### src/rtl/fb_stream_reader_if.sv
// Memory read-port and AXI-Stream pixel bundle for fb_stream_reader.
// master = the reader (issues reads, sources pixels); slave = memory + scan-out side.
interface fb_stream_reader_if #(
  parameter int ADDR_WIDTH = 19
);
  logic                  o_Mem_Rd_En;
  logic [ADDR_WIDTH-1:0] o_Mem_Addr;
  logic                  i_Mem_Rd_Valid;
  logic [15:0]           i_Mem_Rd_Data;
  logic [15:0]           m_axis_tdata;
  logic                  m_axis_tvalid;
  logic                  m_axis_tready;
  logic                  m_axis_tlast;
  logic                  m_axis_tuser;

  modport master (
    output o_Mem_Rd_En,
    output o_Mem_Addr,
    input  i_Mem_Rd_Valid,
    input  i_Mem_Rd_Data,
    output m_axis_tdata,
    output m_axis_tvalid,
    input  m_axis_tready,
    output m_axis_tlast,
    output m_axis_tuser
  );

  modport slave (
    input  o_Mem_Rd_En,
    input  o_Mem_Addr,
    output i_Mem_Rd_Valid,
    output i_Mem_Rd_Data,
    input  m_axis_tdata,
    input  m_axis_tvalid,
    output m_axis_tready,
    input  m_axis_tlast,
    input  m_axis_tuser
  );
endinterface

### src/rtl/fb_stream_reader.sv
// Frame-sync triggered raster reader: memory reads -> show-ahead FIFO -> AXI-Stream pixels.
// First read one cycle after Fsync; reads are credit-limited so sink backpressure only pauses reads.

// Show-ahead FIFO with synchronous clear; head data is valid whenever o_count is non-zero.
module fb_fifo #(
  parameter int WIDTH = 16,
  parameter int DEPTH = 8
) (
  input  logic                       i_clk,
  input  logic                       i_rst,
  input  logic                       i_clr,
  input  logic                       i_wr_vld,
  input  logic [WIDTH-1:0]           i_wr_dat,
  input  logic                       i_rd_rdy,
  output logic [WIDTH-1:0]           o_rd_dat,
  output logic [$clog2(DEPTH+1)-1:0] o_count
);
  localparam int PW = $clog2(DEPTH);
  localparam int CW = $clog2(DEPTH + 1);

  logic [WIDTH-1:0] r_mem [DEPTH];
  logic [PW-1:0]    r_wr_ptr;
  logic [PW-1:0]    r_rd_ptr;
  logic [CW-1:0]    r_count;
  logic             w_push;
  logic             w_pop;

  assign w_push   = i_wr_vld;
  assign w_pop    = i_rd_rdy && (r_count != '0);
  assign o_rd_dat = r_mem[r_rd_ptr];
  assign o_count  = r_count;

  always_ff @(posedge i_clk or posedge i_rst) begin
    if (i_rst) begin
      r_wr_ptr <= '0;
      r_rd_ptr <= '0;
      r_count  <= '0;
    end else if (i_clr) begin
      r_wr_ptr <= '0;
      r_rd_ptr <= '0;
      r_count  <= '0;
    end else begin
      if (w_push) r_wr_ptr <= r_wr_ptr + PW'(1);
      if (w_pop)  r_rd_ptr <= r_rd_ptr + PW'(1);
      if (w_push && !w_pop)      r_count <= r_count + CW'(1);
      else if (!w_push && w_pop) r_count <= r_count - CW'(1);
    end
  end

  always_ff @(posedge i_clk) begin
    if (w_push && !i_clr) r_mem[r_wr_ptr] <= i_wr_dat;
  end

  // The read-credit rule upstream is what keeps this from ever firing.
  always_ff @(posedge i_clk) begin
    if (!i_rst) assert (!(w_push && !w_pop && !i_clr && (r_count == CW'(DEPTH))));
  end
endmodule

module fb_stream_reader #(
  parameter int H_PIXELS   = 640,
  parameter int V_LINES    = 480,
  parameter int ADDR_WIDTH = 19,
  parameter int BASE_ADDR  = 0,
  parameter int FIFO_DEPTH = 8
) (
  input  logic                i_Clock,
  input  logic                i_Reset,
  input  logic                i_Fsync,
  fb_stream_reader_if.master  bus,
  output logic                o_Busy
);
  localparam int NPIX = H_PIXELS * V_LINES;
  localparam int RCW  = $clog2(NPIX + 1);
  localparam int XW   = (H_PIXELS > 1) ? $clog2(H_PIXELS) : 1;
  localparam int YW   = (V_LINES > 1) ? $clog2(V_LINES) : 1;
  localparam int FCW  = $clog2(FIFO_DEPTH + 1);
  localparam logic [ADDR_WIDTH-1:0] BASE = ADDR_WIDTH'(BASE_ADDR);

  typedef enum logic [1:0] {
    IDLE  = 2'd0,
    RUN   = 2'd1,
    DRAIN = 2'd2,
    FLUSH = 2'd3
  } state_t;

  state_t         r_state;
  state_t         w_state_nxt;
  logic [RCW-1:0] r_rd_cnt;
  logic [FCW-1:0] r_in_flight;
  logic [XW-1:0]  r_x;
  logic [YW-1:0]  r_y;

  logic           w_rd_en;
  logic           w_tvalid;
  logic           w_ret;
  logic           w_push;
  logic           w_pop;
  logic           w_abort;
  logic           w_restart;
  logic           w_last_rd;
  logic [FCW:0]   w_committed;
  logic [FCW-1:0] w_fifo_cnt;
  logic [15:0]    w_head;

  // Returns are only meaningful while something is outstanding; strays after reset are dropped.
  assign w_ret       = bus.i_Mem_Rd_Valid && (r_in_flight != '0);
  assign w_committed = {1'b0, r_in_flight} + {1'b0, w_fifo_cnt};
  assign w_abort     = i_Fsync && ((r_state == RUN) || (r_state == DRAIN));
  assign w_restart   = ((r_state == IDLE) && i_Fsync) || w_abort;
  assign w_push      = w_ret && (r_state != FLUSH);
  assign w_pop       = w_tvalid && bus.m_axis_tready;
  assign w_last_rd   = w_rd_en && (r_rd_cnt == RCW'(NPIX - 1));

  fb_fifo #(
    .WIDTH (16),
    .DEPTH (FIFO_DEPTH)
  ) u_fifo (
    .i_clk    (i_Clock),
    .i_rst    (i_Reset),
    .i_clr    (w_abort),
    .i_wr_vld (w_push),
    .i_wr_dat (bus.i_Mem_Rd_Data),
    .i_rd_rdy (w_pop),
    .o_rd_dat (w_head),
    .o_count  (w_fifo_cnt)
  );

  always_comb begin
    w_state_nxt = r_state;
    w_rd_en     = 1'b0;
    w_tvalid    = 1'b0;
    unique case (r_state)
      IDLE: begin
        if (i_Fsync) w_state_nxt = RUN;
      end
      RUN: begin
        w_rd_en  = (w_committed < (FCW+1)'(FIFO_DEPTH));
        w_tvalid = (w_fifo_cnt != '0);
        if (i_Fsync)        w_state_nxt = FLUSH;
        else if (w_last_rd) w_state_nxt = DRAIN;
      end
      DRAIN: begin
        w_tvalid = (w_fifo_cnt != '0);
        if (i_Fsync)                                    w_state_nxt = FLUSH;
        else if ((w_fifo_cnt == '0) && (r_in_flight == '0)) w_state_nxt = IDLE;
      end
      FLUSH: begin
        if (!i_Fsync && (r_in_flight == '0)) w_state_nxt = RUN;
      end
      default: w_state_nxt = IDLE;
    endcase
  end

  always_ff @(posedge i_Clock or posedge i_Reset) begin
    if (i_Reset) begin
      r_state     <= IDLE;
      r_rd_cnt    <= '0;
      r_in_flight <= '0;
      r_x         <= '0;
      r_y         <= '0;
    end else begin
      r_state <= w_state_nxt;

      if (w_restart)    r_rd_cnt <= '0;
      else if (w_rd_en) r_rd_cnt <= r_rd_cnt + RCW'(1);

      if (w_rd_en && !w_ret)      r_in_flight <= r_in_flight + FCW'(1);
      else if (!w_rd_en && w_ret) r_in_flight <= r_in_flight - FCW'(1);

      if (w_restart) begin
        r_x <= '0;
        r_y <= '0;
      end else if (w_pop) begin
        if (r_x == XW'(H_PIXELS - 1)) begin
          r_x <= '0;
          r_y <= (r_y == YW'(V_LINES - 1)) ? '0 : r_y + YW'(1);
        end else begin
          r_x <= r_x + XW'(1);
        end
      end
    end
  end

  assign bus.o_Mem_Rd_En   = w_rd_en;
  assign bus.o_Mem_Addr    = w_rd_en ? (BASE + ADDR_WIDTH'(r_rd_cnt)) : '0;
  assign bus.m_axis_tvalid = w_tvalid;
  assign bus.m_axis_tdata  = w_tvalid ? w_head : 16'h0000;
  assign bus.m_axis_tlast  = w_tvalid && (r_x == XW'(H_PIXELS - 1));
  assign bus.m_axis_tuser  = w_tvalid && (r_x == '0) && (r_y == '0);
  assign o_Busy            = (r_state != IDLE);
endmodule

### src/flat_wrapper.sv
// flat-port wrapper written by rule: the top's interface ports become plain ports
module fb_stream_reader_flat 
#(
  parameter int H_PIXELS   = 640,
  parameter int V_LINES    = 480,
  parameter int ADDR_WIDTH = 19,
  parameter int BASE_ADDR  = 0,
  parameter int FIFO_DEPTH = 8
)
  (i_Clock, i_Reset, i_Fsync, o_Busy, bus_o_Mem_Rd_En, bus_o_Mem_Addr, bus_i_Mem_Rd_Valid, bus_i_Mem_Rd_Data, bus_m_axis_tdata, bus_m_axis_tvalid, bus_m_axis_tready, bus_m_axis_tlast, bus_m_axis_tuser);
  fb_stream_reader_if #(.ADDR_WIDTH(ADDR_WIDTH)) bus_i ();
  input  logic i_Clock;
  input  logic i_Reset;
  input  logic i_Fsync;
  output logic o_Busy;
  output wire logic [$bits(bus_i.o_Mem_Rd_En)-1:0] bus_o_Mem_Rd_En;
  output wire logic [$bits(bus_i.o_Mem_Addr)-1:0] bus_o_Mem_Addr;
  input wire logic [$bits(bus_i.i_Mem_Rd_Valid)-1:0] bus_i_Mem_Rd_Valid;
  input wire logic [$bits(bus_i.i_Mem_Rd_Data)-1:0] bus_i_Mem_Rd_Data;
  output wire logic [$bits(bus_i.m_axis_tdata)-1:0] bus_m_axis_tdata;
  output wire logic [$bits(bus_i.m_axis_tvalid)-1:0] bus_m_axis_tvalid;
  input wire logic [$bits(bus_i.m_axis_tready)-1:0] bus_m_axis_tready;
  output wire logic [$bits(bus_i.m_axis_tlast)-1:0] bus_m_axis_tlast;
  output wire logic [$bits(bus_i.m_axis_tuser)-1:0] bus_m_axis_tuser;
  assign bus_o_Mem_Rd_En = bus_i.o_Mem_Rd_En;
  assign bus_o_Mem_Addr = bus_i.o_Mem_Addr;
  assign bus_i.i_Mem_Rd_Valid = bus_i_Mem_Rd_Valid;
  assign bus_i.i_Mem_Rd_Data = bus_i_Mem_Rd_Data;
  assign bus_m_axis_tdata = bus_i.m_axis_tdata;
  assign bus_m_axis_tvalid = bus_i.m_axis_tvalid;
  assign bus_i.m_axis_tready = bus_m_axis_tready;
  assign bus_m_axis_tlast = bus_i.m_axis_tlast;
  assign bus_m_axis_tuser = bus_i.m_axis_tuser;
  fb_stream_reader #(.H_PIXELS(H_PIXELS), .V_LINES(V_LINES), .ADDR_WIDTH(ADDR_WIDTH), .BASE_ADDR(BASE_ADDR), .FIFO_DEPTH(FIFO_DEPTH)) u_core (.i_Clock(i_Clock), .i_Reset(i_Reset), .i_Fsync(i_Fsync), .bus(bus_i), .o_Busy(o_Busy));
endmodule
### config.mk
export PLATFORM = sky130hd
export DESIGN_NAME = fb_stream_reader_flat
export DESIGN_NICKNAME = d
export VERILOG_FILES = /design/src/rtl/fb_stream_reader_if.sv /design/src/rtl/fb_stream_reader.sv /design/src/flat_wrapper.sv
export SDC_FILE = /design/constraint.sdc
export NUM_CORES = 1
export LEC_CHECK = 0
export BUFFER_PORTS_ARGS = -buffer_cell sky130_fd_sc_hd__buf_2
export CAP_MARGIN = 20
export CORE_MARGIN = 10
export CORE_UTILIZATION = 30
export CTS_CLUSTER_SIZE = 10
export DETAILED_ROUTE_END_ITERATION = 16
export HOLD_SLACK_MARGIN = 0.12
export PLACE_DENSITY_LB_ADDON = 0.15
export REMOVE_ABC_BUFFERS = 1
export SYNTH_ARGS = -nofsm -noshare
export SYNTH_HDL_FRONTEND = slang
export SYNTH_SLANG_ARGS = --single-unit
### constraint.sdc
create_clock -name i_Clock -period 3.8 [get_ports i_Clock]
set_clock_uncertainty 0.1 [all_clocks]
set_input_delay 0.38 -clock i_Clock [delete_from_list [all_inputs] [get_ports i_Clock]]
set_output_delay 0.38 -clock i_Clock [all_outputs]
set_load 0.02 [all_outputs]
==> results of run 1 <==
==> cell type report <==
type	instances	share of cell area
tap	341	0.0439
inverter	19	0.00733
clock inverter	15	0.0189
multi-input combinational	346	0.294
clock buffer	17	0.0437
timing repair buffer	88	0.0579
sequential	182	0.534
==> per-stage QoR <==
stage	hold WS [ns]	total power [µW]	setup slack, ns	util	instance area [µm²]
floorplan	0.365	4050	0.404	-	8100
detailed placement	0.394	4840	0.628	0.336	9040
CTS	0.128	6650	0.528	0.362	9730
global placement	0.390	4790	0.649	0.335	9010
finish	0.142	6530	0.564	0.362	9730
global route	0.130	6990	0.397	0.362	9730
==> layout by cell type (no fill, tap or decap), drive strengths merged, types with 18 or more instances in the layout <==
cell,synthesis,final
nor2,65,65
ha,19,19
nand2,30,30
xor2,18,18
edfxtp,128,128
xnor2,19,19
mux2i,19,19
inv,19,24
mux4,32,32
buf,7,80
and2,21,21
dfrtp,54,54
==> worst max-delay path by stage <==
| stage | slack, ns | to | depth (start not counted) | from |
|---|---|---|---|---|
| finish | 0.56 | bus_o_Mem_Addr[13] | 7 | u_core.u_fifo.o_count[3] |
| global route | 0.40 | bus_o_Mem_Addr[13] | 7 | u_core.u_fifo.o_count[3] |
| CTS | 0.53 | bus_o_Mem_Addr[13] | 7 | u_core.u_fifo.o_count[3] |
| detailed placement | 0.63 | u_core.r_in_flight[3] | 12 | u_core.u_fifo.o_count[3] |
| global placement | 0.65 | u_core.r_in_flight[3] | 12 | u_core.u_fifo.o_count[3] |
| floorplan | 0.40 | u_core.u_fifo.o_count[3] | 9 | u_core.u_fifo.o_count[3] |
==> timing repair <==
action / CTS / global route
hold buffers: 8 / 0
hold endpoints to repair: 84 / 0
buffers inserted: 0 / 0
setup endpoints to repair: 0 / 0
==> per-layer routing <==
metal,share of wire,wire [µm]
met3,0.038,685
met1,0.46,8390
met2,0.49,8850
met4,0.0084,152
met5,0,0
==> flip-flops by register name, indices dropped and copies added, names as in the netlist <==
signal and count:
u_core.r_rd_cnt 19, u_core.r_state 2, u_core.r_y 9, u_core.r_x 10, u_core.u_fifo.r_rd_ptr 3, u_core.u_fifo.r_wr_ptr 3
u_core.u_fifo.r_mem 128, u_core.u_fifo.o_count 4, u_core.r_in_flight 4
==> synthesized netlist by cell type, types with 3 or more instances <==
master / count / area, µm²
buf_2: 6 / 30.0
dfrtp_1: 54 / 1350
nor2_1: 65 / 244
nor3_1: 9 / 45.0
nand4_1: 9 / 56.3
clkbuf_1: 13 / 48.8
mux2i_1: 19 / 190
a21o_1: 5 / 37.5
and2_1: 21 / 131
o21ai_1: 4 / 20.0
and4_1: 4 / 35.0
inv_1: 16 / 60.1
nor4_1: 10 / 62.6
nand3_1: 16 / 80.1
mux4_2: 32 / 721
nand2_1: 30 / 113
nor3b_1: 5 / 37.5
xor2_1: 18 / 158
inv_2: 3 / 11.3
and3_1: 7 / 43.8
ha_1: 19 / 238
a21oi_1: 11 / 55.1
xnor2_1: 19 / 166
edfxtp_1: 128 / 3840
o21ai_0: 9 / 45.0
==> logic make-up after synthesis <==
| kind of cell | count (synthesis) | share of synthesized area |
|---|---|---|
| compound gates | 45 | 0.0381 |
| xor+xnor | 37 | 0.0396 |
| fa+ha+maj | 21 | 0.0340 |
| buf+inv | 39 | 0.0188 |
| flops | 182 | 0.635 |
| mux | 53 | 0.114 |
| simple gates | 190 | 0.120 |
==> where the power goes <==
| part | switching, µW | leakage (µW) | internal (µW) |
|---|---|---|---|
| Combinational | 1310 | 0.00147 | 873 |
| Sequential | 192 | 0.00189 | 2360 |
| Clock | 848 | 0.000291 | 944 |
| Total | 2350 | 0.00365 | 4180 |
==> qor.txt, run 1 <==
RSZ-0062 raised after global routing - no
H-Tree Depth - 4
R2R Path End - u_core.r_in_flight[3]
Area of the multi-input gates - 0.00286 mm²
Detailed Place HPWL - 12000 µm
I/O pin cnt - 61
Asr flop ratio synth - 0.297
Initial antenna violation count - 0
Hold Crit Endpoint - u_core.u_fifo.r_mem[4][5]
Cell count after synthesis - 567
CP required - 3.32 ns
Share of layout cells above drive strength 1 - 0.246
Vias in the first global route - 5252
Yosys reg bits - 182
Reg2reg setup slack - 0.62 ns
Register area - 0.00520 mm²
Max-Cap Viols - 0
Die area - 0.0343 mm²
Outcome - finished clean
Netlist cell types - 53
Pwr dens - 671 mW/mm²
Period utilization - 0.851
Placer Congestion - 0.796
Die W - 185 µm
Vias per std cell - 4.80
Worst r2r path cells - 12
Hold Crit Start - bus_i_Mem_Rd_Data[5]
Hold Path Depth - 1
FILL cells - 2592
Critical-path top delay cell - or4b_4
Clock-pin slew on the worst setup and hold paths - 0.07 ns
R2r startpoint - u_core.u_fifo.o_count[3]
Synth Cell Area - 0.00818 mm²
CTS tree - done
Core footprint - 0.0269 mm²
Final setup violation count - 0
Initial core utilization - 0.304
Fin Setup TNS - 0 ns
CP max FO - 26
Area Overhead vs Synth - 18.9%
Worst-margin pin slew - 0.820 ns
Met2 usage - 0.183
Final min period - 3.24 ns
GR peak layer - met2
DR WL/cell - 17.9 µm
Critical path endpoint category - output pin
Arr. time, crit path - 2.76 ns
Synth warn - 0
Sequential-to-total area share from yosys stat - 0.635
CTS Buffer Depth - 2
Fmax - 309 MHz
Resize count post-CTS - 0
Min-delay worst type - in -> reg
Inserted Clock Buffers - 17
Buffers on Ports - 60
Normalized max-slew margin - 0.450
Crit path cell chain - ha_1, or4b_4, a21o_1, inv_2, buf_4, and2_1, buf_2
Crit-path max cell delay - 0.53 ns
Largest net degree at the start of global routing - 35
DRC viols - 0
Critical path class - reg -> out
Drt pass-1 iters - 4
Static Leak - 0.00365 µW
Top_reg_cell synth - edfxtp_1
Post-Syn Area per Cell - 14.4 µm²
ANT cells - 0
Die height - 185 µm
Clock sinks - 182
Layout Cells excl Fill - 1008
Inst Count DP - 968
Via Count - 4840
Final wirelength - 18100 µm
Row Count - 60
Met3 Track Usage GR - 0.0300
Fin nets - 696
Delay-heaviest family, CP - simple AND/OR/NAND/NOR gates
Maximum vdd drop - 0.000260 V
Worst skew pair latency - 0.43 ns
Endpoints failing hold - 0
Global-route wire length before repair - 29600 µm
Gr usage total - 0.111
Clk root buf - clkbuf_16
CP Buf/Inv Count - 3
Startpoint Class - register
Met1 usage - 0.142
Post-synth EDFFs - 128
Detailed Route Iter0 Violations - 254
Number of antenna-violating nets in the routed design - 0
Total grt overflow - 0
Fin. max-slew vios - 0
Note: power is estimated with default switching activity, not from simulation.
==> run 2, diff against run 1 <==
CORE_UTILIZATION = 46   (was 30)
MAX_ROUTING_LAYER = met4   (was default)
==> qor.txt, run 2 (synthesis gave the netlist of run 1 again) <==
Pre-CTS WS - 0.627 ns (-0.00183 ns)
Commonest non-fill, non-tap cells in the layout - 128 x edfxtp_1, 65 x nor2_1, 60 x buf_2
Max-Cap Viols - 0 (unchanged)
Die W - 153 µm (-17%)
Normalized max-slew margin - 0.485 (+0.0353)
Hold Crit Endpoint - u_core.u_fifo.r_mem[7][2]
Endpoints failing hold - 0 (unchanged)
Buffers on Ports - 60 (unchanged)
Max reg flops - 128 (unchanged)
Die height - 153 µm (-17%)
Initial core utilization - 0.471 (+0.167)
CTS tree - done
Min-delay worst type - in -> reg
Placer Congestion - 0.829 (+4.2%)
Clock-pin slew on the worst setup and hold paths - 0.07 ns (about the same)
Clock sinks - 182 (unchanged)
Top reg by flops - u_core.u_fifo.r_mem
Vias in the first global route - 5053 (-3.8%)
Worst-margin pin slew - 0.767 ns (-0.0525 ns)
R2r startpoint - u_core.u_fifo.o_count[3]
CP max FO - 26 (unchanged)
Critical path endpoint category - output pin
Final min period - 3.20 ns (-0.0341 ns)
Commonest non-fill, non-tap cell in the layout - edfxtp_1
Post-Layout Inst Area - 0.00954 mm² (-1.9%)
Die area - 0.0235 mm² (-31%)
H-Tree Depth - 4 (unchanged)
Final setup violation count - 0 (unchanged)
Via Count - 4906 (+1.4%)
Pwr dens - 680 mW/mm² (+1.4%)
RSZ-0062 raised after global routing - no
DRC viols - 0 (unchanged)
Fmax - 312 MHz (+1.1%)
Post-place instance area - 0.00888 mm² (-1.8%)
Row Count - 48 (-20%)
Setup Buffers After CTS - 0 (unchanged)
Largest net degree at the start of global routing - 33 (-5.7%)
Period utilization - 0.842 (-0.00898)
Fin Setup TNS - 0 ns (unchanged)
Inserted Clock Buffers - 17 (unchanged)
Static Leak - 0.00362 µW (-0.70%)
CP required - 3.32 ns (about the same)
Final wirelength - 16500 µm (-8.8%)
Hold Path Depth - 1 (unchanged)
Outcome - finished clean
Share of layout cells above drive strength 1 - 0.239 (-0.00648)
R2R Path End - u_core.r_in_flight[3]
Number of antenna-violating nets in the routed design - 0 (unchanged)
Drt pass-1 iters - 4 (unchanged)
Critical path class - reg -> out
Core footprint - 0.0174 mm² (-35%)
Hold_buf cts - 7 (-1)
Clk root buf - clkbuf_16
DR WL/cell - 18.6 µm (+3.8%)
Fin nets - 691 (-0.72%)
Biggest regs - u_core.u_fifo.r_mem (128), u_core.r_rd_cnt (19), u_core.r_x (10)
Area Overhead vs Synth - 16.7%
Total grt overflow - 0 (unchanged)
Reg2reg setup slack - 0.65 ns (+0.03 ns)
CTS Buffer Depth - 2 (unchanged)
Hold Crit Start - bus_i_Mem_Rd_Data[2]
Post-route core utilization - 0.550 (+0.188)
Initial antenna violation count - 0 (unchanged)
Detailed Place HPWL - 10800 µm (-10%)
Vias per std cell - 5.54 (+15%)
Final WS setup - 0.599 ns (+0.0341 ns)
ANT cells - 0 (unchanged)
Arr. time, crit path - 2.72 ns (-0.04 ns)
Worst skew pair latency - 0.43 ns (about the same)
Worst r2r path cells - 12 (unchanged)
Gr usage total - 0.146 (+0.0354)
Resize count post-CTS - 0 (unchanged)
I/O pin cnt - 61 (unchanged)
Startpoint Class - register
Maximum vdd drop - 0.000438 V (+68%)
Global-route wire length before repair - 27100 µm (-8.7%)
Detailed Route Iter0 Violations - 313 (+23%)
Fin. max-slew vios - 0 (unchanged)
run 2: changes by cell type in the layout (fill, tap and decap cells not counted), sizes merged:
cell         previous run  this run
dlygate4sd3             8         7
bufinv                  1         3
buf                    80        76
clkinv                  7         3
run 2: worst max-delay path by stage:
stage | startpoint | endpoint | slack (ns) | cells after the start
final | u_core.u_fifo.o_count[3] | bus_o_Mem_Addr[13] | 0.60 | 7
after global routing | u_core.u_fifo.o_count[3] | u_core.r_in_flight[3] | 0.44 | 12
after global placement | u_core.u_fifo.o_count[3] | u_core.r_in_flight[3] | 0.68 | 12
after detailed placement | u_core.u_fifo.o_count[3] | u_core.r_in_flight[3] | 0.63 | 12
after CTS | u_core.u_fifo.o_count[3] | bus_o_Mem_Addr[13] | 0.57 | 7
after floorplan | u_core.u_fifo.o_count[3] | u_core.u_fifo.o_count[3] | 0.40 | 9
run 2: metrics by stage:
step | std cells | hold slack [ns] | power (µW)
after floorplan | 547 | 0.365 | 4050
after global placement | 847 | 0.405 | 4710
after detailed placement | 848 | 0.400 | 4780
after CTS | 885 | 0.123 | 6580
after global routing | 885 | 0.124 | 6900
final | 885 | 0.129 | 6490
run 2: layer usage:
layer  vias to the layer above  global-route usage  wire [µm]
met5                         -                   -          0
met4                         0              0.0387        187
met3                        17              0.0390        689
met2                       118               0.232       8150
met1                      2479               0.182       7450
li1                       2292                   -          -
run 2: area by class of cell:
cell class                 count  area (µm²)
clock buffer                  17         425
clock inverter                13         170
fill                        1404        7810
inverter                      19        71.3
multi-input combinational    346        2860
sequential                   182        5200
tap                          225         282
timing repair buffer          83         536
run 2: worst max-delay path: stages, from the launching register on:
cell and delay, ns:
dfrtp_1 0.45, ha_1 0.31, or4b_4 0.54, a21o_1 0.31, inv_2 0.11, buf_4 0.23
and2_1 0.17, buf_2 0.17
run 2: power by group:
group	switching, µW	internal (µW)	leakage (µW)
sequential	206	2360	0.00189
combinational	1270	864	0.00145
clock	752	1040	0.000288
total	2220	4270	0.00362
